<file path="config.mk">
export PLATFORM = sky130hd
export DESIGN_NAME = sdram_arbiter
export DESIGN_NICKNAME = d
export VERILOG_FILES = /design/src/rtl/sdram_arbiter.sv
export SDC_FILE = /design/constraint.sdc
export NUM_CORES = 1
export LEC_CHECK = 0
export ABC_AREA = 1
export CAP_MARGIN = 20
export CORE_MARGIN = 2
export CORE_UTILIZATION = 30
export CTS_CLUSTER_DIAMETER = 40
export CTS_CLUSTER_SIZE = 12
export DETAILED_ROUTE_END_ITERATION = 7
export PLACE_DENSITY = 0.53
export RECOVER_POWER = 100
export REMOVE_ABC_BUFFERS = 1
export SYNTH_ARGS = -nofsm -noshare
export SYNTH_HDL_FRONTEND = slang
export SYNTH_SLANG_ARGS = --single-unit
</file>
<file path="constraint.sdc">
create_clock -name clock -period 3.3 [get_ports clock]
set_input_delay 0.33 -clock clock [delete_from_list [all_inputs] [get_ports clock]]
set_output_delay 0.33 -clock clock [all_outputs]
set_load 0.05 [all_outputs]
</file>
<file path="src/rtl/sdram_arbiter.sv">
// sdram_arbiter: shares the byte-wide SDRAM controller port between the CPU
// register interface and a video line-fill engine that reads fixed bursts.
// Each access is sequenced as ISSUE -> GUARD -> WAIT. Video has default
// priority, and a saturating starvation counter bounds how long the CPU waits.
module sdram_arbiter #(
    parameter int BURST  = 8,   // video burst length in bytes (2..255)
    parameter int STARVE = 16   // CPU wait cycles before it wins a slot
) (
    input  logic        clock,
    input  logic        reset_n,
    // CPU port
    input  logic        cpu_req,
    input  logic        cpu_we,
    input  logic [31:0] cpu_address,
    input  logic [7:0]  cpu_wdata,
    output logic [7:0]  cpu_rdata,
    output logic        cpu_ack,
    // video burst port
    input  logic        vid_start,
    input  logic [31:0] vid_address,
    output logic [7:0]  vid_rdata,
    output logic        vid_valid,
    output logic        vid_done,
    output logic        vid_overrun,
    output logic        busy,
    // SDRAM controller port
    output logic [31:0] mem_address,
    output logic [7:0]  mem_wdata,
    output logic        mem_we,
    output logic        mem_req,
    input  logic [7:0]  mem_rdata,
    input  logic        mem_ready
);

    localparam logic [7:0] BEAT_LAST  = 8'(BURST - 1);
    localparam logic [7:0] STARVE_MAX = 8'(STARVE);

    typedef enum logic [1:0] {
        ST_IDLE,
        ST_ISSUE,
        ST_GUARD,
        ST_WAIT
    } state_t;

    typedef enum logic {
        OWN_CPU,
        OWN_VID
    } owner_t;

    state_t      state;
    owner_t      owner;
    logic [7:0]  beat;
    logic [7:0]  starve;
    logic        vid_pending;
    logic [31:0] vid_base;

    logic        vid_accept;
    logic        vid_avail;
    logic [31:0] base_eff;
    logic        cpu_eligible;
    logic        cpu_starved;

    // Video byte address for a given beat; wraps naturally at 32 bits.
    function automatic logic [31:0] vid_addr(input logic [31:0] base,
                                             input logic [7:0]  b);
        return base + {24'd0, b};
    endfunction

    // Arbitration qualifiers. A vid_start accepted this cycle already counts as
    // pending, so a simultaneous CPU request does not jump ahead of it.
    always_comb begin
        vid_accept   = vid_start && !vid_pending;
        vid_avail    = vid_pending || vid_accept;
        base_eff     = vid_pending ? vid_base : vid_address;
        cpu_eligible = cpu_req && !cpu_ack;
        cpu_starved  = (starve >= STARVE_MAX);
    end

    // NOTE: mem_req is combinational on mem_ready so the strobe lands in the
    // very cycle the controller reports idle; a registered strobe would fire a
    // cycle late, after the controller may already have become busy again.
    assign mem_req = (state == ST_ISSUE) && mem_ready;
    assign busy    = (state != ST_IDLE) || vid_pending;

    // Access sequencer, arbitration, burst tracking and registered outputs.
    always_ff @(posedge clock or negedge reset_n) begin
        if (!reset_n) begin
            state       <= ST_IDLE;
            owner       <= OWN_CPU;
            beat        <= 8'd0;
            starve      <= 8'd0;
            vid_pending <= 1'b0;
            vid_base    <= 32'd0;
            vid_overrun <= 1'b0;
            cpu_rdata   <= 8'd0;
            cpu_ack     <= 1'b0;
            vid_rdata   <= 8'd0;
            vid_valid   <= 1'b0;
            vid_done    <= 1'b0;
            mem_address <= 32'd0;
            mem_wdata   <= 8'd0;
            mem_we      <= 1'b0;
        end else begin
            // NOTE: pulse outputs default low every cycle and are raised only
            // by the branch that completes an access, which keeps them exactly
            // one cycle wide without any clearing logic.
            cpu_ack   <= 1'b0;
            vid_valid <= 1'b0;
            vid_done  <= 1'b0;

            // A burst is either taken on or flagged as an overrun.
            if (vid_start) begin
                if (vid_pending) begin
                    vid_overrun <= 1'b1;
                end else begin
                    vid_pending <= 1'b1;
                    vid_base    <= vid_address;
                end
            end

            // CPU wait accounting, saturating at STARVE.
            if (cpu_ack) begin
                starve <= 8'd0;
            end else if (cpu_req && (owner != OWN_CPU || state == ST_IDLE)
                         && starve < STARVE_MAX) begin
                starve <= starve + 8'd1;
            end

            case (state)
                ST_IDLE: begin
                    if (vid_avail && (!cpu_eligible || !cpu_starved)) begin
                        owner       <= OWN_VID;
                        mem_address <= vid_addr(base_eff, beat);
                        mem_we      <= 1'b0;
                        mem_wdata   <= 8'd0;
                        state       <= ST_ISSUE;
                    end else if (cpu_eligible) begin
                        owner       <= OWN_CPU;
                        mem_address <= cpu_address;
                        mem_we      <= cpu_we;
                        mem_wdata   <= cpu_wdata;
                        state       <= ST_ISSUE;
                    end
                end

                ST_ISSUE: begin
                    if (mem_ready) begin
                        state <= ST_GUARD;
                    end
                end

                // The controller needs a cycle to drop mem_ready after a strobe.
                ST_GUARD: begin
                    state <= ST_WAIT;
                end

                ST_WAIT: begin
                    if (mem_ready) begin
                        if (owner == OWN_CPU) begin
                            cpu_ack <= 1'b1;
                            if (!mem_we) begin
                                cpu_rdata <= mem_rdata;
                            end
                            // A non-zero beat with a burst pending means this
                            // CPU access was inserted mid-burst: resume video.
                            if (vid_pending && beat != 8'd0) begin
                                owner       <= OWN_VID;
                                mem_address <= vid_addr(vid_base, beat);
                                mem_we      <= 1'b0;
                                mem_wdata   <= 8'd0;
                                state       <= ST_ISSUE;
                            end else begin
                                state <= ST_IDLE;
                            end
                        end else begin
                            vid_valid <= 1'b1;
                            vid_rdata <= mem_rdata;
                            if (beat == BEAT_LAST) begin
                                vid_done    <= 1'b1;
                                beat        <= 8'd0;
                                vid_pending <= 1'b0;
                                state       <= ST_IDLE;
                            end else begin
                                beat <= beat + 8'd1;
                                if (cpu_req && cpu_starved) begin
                                    owner       <= OWN_CPU;
                                    mem_address <= cpu_address;
                                    mem_we      <= cpu_we;
                                    mem_wdata   <= cpu_wdata;
                                end else begin
                                    mem_address <= vid_addr(vid_base, beat + 8'd1);
                                    mem_we      <= 1'b0;
                                    mem_wdata   <= 8'd0;
                                end
                                state <= ST_ISSUE;
                            end
                        end
                    end
                end

                default: begin
                    state <= ST_IDLE;
                end
            endcase
        end
    end

endmodule

</file>
==> results.md <==
- clkbuf_16 — Clock Root Buffer
- no — unrepaired setup endpoints after global routing
- 0 — number of buffers inserted by post-CTS setup repair
- 23.03% — overall fraction of global-route tracks in use
- 0.44 ns — insertion delay to the later sink of the worst-skew pair
- 0.03256 mm2 — Die Outline Area
- completed — run status
- 2035 — Placed Cells
- 19.0% — clock network power share
- nand2_1 — CP dominant cell by count
- 3.736% — worst slew margin relative to its limit
- 0.4642 ns — worst hold margin
- 0 — initial antenna violation count
- 4 — deepest level of the CTS H-tree
- 2.345% — Post-Synth XOR/XNOR Area
- 3.020 ns — minimum clock period
- simple AND/OR/NAND/NOR gates — main combinational cell family by area after synthesis
- 0.06 ns — Worst-path clk slew
- 5.758 nW — cell leakage power
- 0.44 ns — CP peak stage delay
- 0 — diode count
- 22 — maximum fanout count along the critical path
- 878 — Initial DRC Count
- 2 — number of buffers on the longest clock path
- 0.005649 mm2 — multi-input combinational cell area
- 0.002828 mm2 — FF+latch area
- 37690 um — WL final
- 30.28% — post-synthesis sequential area ratio
- in -> reg — hold crit path type
- 113 — FF+latch count, synth
- 3348 — number of fill cells
- 27.37% — area growth from synthesis to final layout
- 52.39% — switching portion of total power
- 58.4% — Combinational Power Share
- register — type of element capturing the critical path
- 0 — Remaining Overflow, GRT
- dfrtp_1 — cell with the largest stage delay on the worst path
- 0 — Max-Cap Viols
- 0.9520 — Final Wtd Congestion
- 876.8 mW/mm2 — power per unit of standard cell area
- 1779 — Total Nets Final
- 18.23 um — WL/cell
- 0.03059 mm2 — core region area
- 0 — Post-route DRC
- 0.009339 mm2 — Post-Syn Area
- 3.61 ns — data required time at the worst endpoint
- 10060 — vias in the first global route
- 0.4623 mV — maximum VDD drop
- 0% — share of synthesized area spent on multiplexers
- 10410 — via count
- 64 — count of standard-cell rows
- 2068 — post-route insts no fill
- 331.1 MHz — maximum achievable frequency
- 4.796% — adder-cell area share of the yosys netlist
- 0.2796 ns — Worst Setup Slack, final
- 0.01082 ns — clock skew
- 5 — DRT Pass-1 Iters
- 17 — TritonCTS buffer count
- reg -> reg — Worst Path Class, Setup
- 37 — distinct cell type count of the synthesized netlist
- 5.032 — routed via count divided by cell count
- 180.4 um — height of the chip
- 0 — Synth warnings
- 22.6% — relative contribution of sequential cells to total power
- 1.444 ns — worst slew pin tran
- 30.53% — effective utilization at floorplan
- 41.41% — simple-gate portion of the synthesized area
- 1518 — number of cells produced by synthesis
- 0 — residual antenna-violating net count after detailed routing
- 0 — Max Transition Viols Final
- 3.33 ns — arrival time at the worst endpoint
- 0 — final count of hold timing violations
- 6.152 um2 — Syn Area/Cell
- inv_1, clkbuf_1, ha_1, nand3_1, o21ai_0, nand2_1, nand2_1, nand2_1, nand2_2, inv_1, buf_12, nand3_1, o21ai_0 — cell chain of the critical path
- 91.53% — ratio of final minimum period to clock period
- 28090 um — total half-perimeter wirelength after legalization and detailed placement
- 11.82% — compound-cell area share of the yosys netlist
- built — TritonCTS clock tree
- 58300 um — first-pass GRT wire length
- 180.4 um — horizontal die dimension
- 149 — I/O pin cnt
- 0 — final-report setup violation count
- 0.005464 W — Psw
- register — element type at the critical path start
- 0.1209 ns — Worst Setup Slack post-DPL
- 5.144% — share of layout cells above drive strength 1
- 0.004965 W — Cell Int Power
- 63 — pin count of the biggest net entering global routing
- 113 — number of sinks driven by the clock tree
- 148 — count of buffers inserted at the top-level ports
==> per-stage QoR <==
stage / total power (W) / cell area [um2] / setup TNS [ns] / utilization (%)
6_report: 0.01043 / 11900 / 0 / 38.89
5_1_grt: 0.01116 / 11900 / 0 / 38.89
4_1_cts: 0.01059 / 11920 / 0 / 38.98
3_5_place_dp: 0.008551 / 11310 / 0 / 36.97
3_3_place_gp: 0.008540 / 11310 / 0 / 36.97
2_1_floorplan: 0.006220 / 9104 / -7.363 / -
==> logic make-up after synthesis <==
logic type | count (synthesis)
AND/OR/NAND/NOR | 919
adder cells (fa/ha/maj) | 34
XOR/XNOR | 25
buffers and inverters | 223
AO/OA/AOI/OAI | 204
flip-flops | 113
==> routing by layer <==
layer  part of all wire [%]  GRT usage (%)  vias up
met5                      0              0        -
met4                    1.6          5.968        0
met3                    5.1          2.829       40
met2                     44          36.21      366
met1                     49          33.38     4822
li1                       -              -     5179
==> synthesized netlist by cell type (all sizes together) <==
cell	instances	share of area, %
o22ai	3	0.20
nand4	25	1.7
clkinv	3	0.12
fa	3	0.64
ha	31	4.2
buf	23	1.3
nand3b	14	1.1
a21oi	49	2.6
a211oi	1	0.080
a21boi	1	0.080
inv	167	6.7
xnor2	9	0.84
xor2	16	1.5
nand3	169	9.1
clkbuf	30	1.2
nor3	11	0.75
a31o	1	0.094
nor2	97	4.2
o21bai	7	0.56
and3	1	0.067
o211ai	10	0.80
or2	6	0.40
o21ai	125	6.8
nand2	596	24
dfrtp	113	30
a31oi	4	0.27
o2111ai	3	0.28
==> cell type report <==
class	instances	share of cell area [%]
Multi-Input combinational cell	1182	47.49
Sequential cell	113	23.77
Timing Repair Buffer	175	14.13
Inverter	170	5.364
Tap cell	396	4.165
Clock buffer	20	3.755
Clock inverter	12	1.325
==> path summary, 6_finish.rpt <==
kind / startpoint / to / slack, ns / depth (start not counted)
max in group asynchronous: reset_n / starve[2] / 0.74 / 3
min reg2reg: mem_address[30] / mem_address[30] / 0.47 / 2
min: mem_rdata[5] / cpu_rdata[5] / 0.46 / 3
max reg2reg: beat[1] / mem_we / 0.28 / 13
max: beat[1] / mem_we / 0.28 / 13
min in group asynchronous: reset_n / vid_valid / 0.78 / 2
==> state kept, by name, summed over array words and instances, names as in the netlist, 2 cells and up <==
| register | cells |
|---|---|
| starve | 8 |
| vid_base | 32 |
| beat | 8 |
| mem_wdata | 8 |
| state | 2 |
| vid_rdata | 8 |
| cpu_rdata | 8 |
| mem_address | 32 |
==> cell usage in the layout (no fill, tap or decap), drive strengths merged <==
master / count
o21ai: 125
o211ai: 10
and3: 1
fa: 3
a31oi: 4
ha: 31
clkbuf: 30
dlygate4sd3: 63
a211oi: 1
a21oi: 49
o2111ai: 3
or2: 6
buf: 19
a31o: 1
nand3: 169
o22ai: 3
nand2: 596
o21bai: 7
clkinv: 7
nand4: 25
nor3: 11
clkinvlp: 3
dfrtp: 113
xnor2: 9
nand3b: 14
xor2: 16
clkdlybuf4s50: 83
nor2: 97
bufinv: 3
a21boi: 1
inv: 169
==> power by group through the flow <==
stage	sequential [W]	clock, W	combinational (W)
floorplan	0.00331	0	0.00291
global placement	0.00237	0	0.00617
detailed placement	0.00238	0	0.00617
CTS	0.00236	0.00202	0.00621
global route	0.00243	0.00207	0.00666
finish	0.00236	0.00198	0.00609
==> worst max-delay path: cells and delay by family, from the launching register on <==
kind / cells / cell delay, ns
adder cells (fa/ha/maj): 1 / 0.23
flip-flops: 1 / 0.44
AO/OA/AOI/OAI: 2 / 0.48
AND/OR/NAND/NOR: 6 / 0.60
buffers and inverters: 4 / 1.11
==> what timing repair did <==
action | CTS | global route
hold endpoints to repair | 14 | 0
gates resized for setup | 0 | 6
hold buffers | 1 | 0
setup endpoints to repair | 0 | 18
Note: power is estimated with default switching activity, not from simulation.
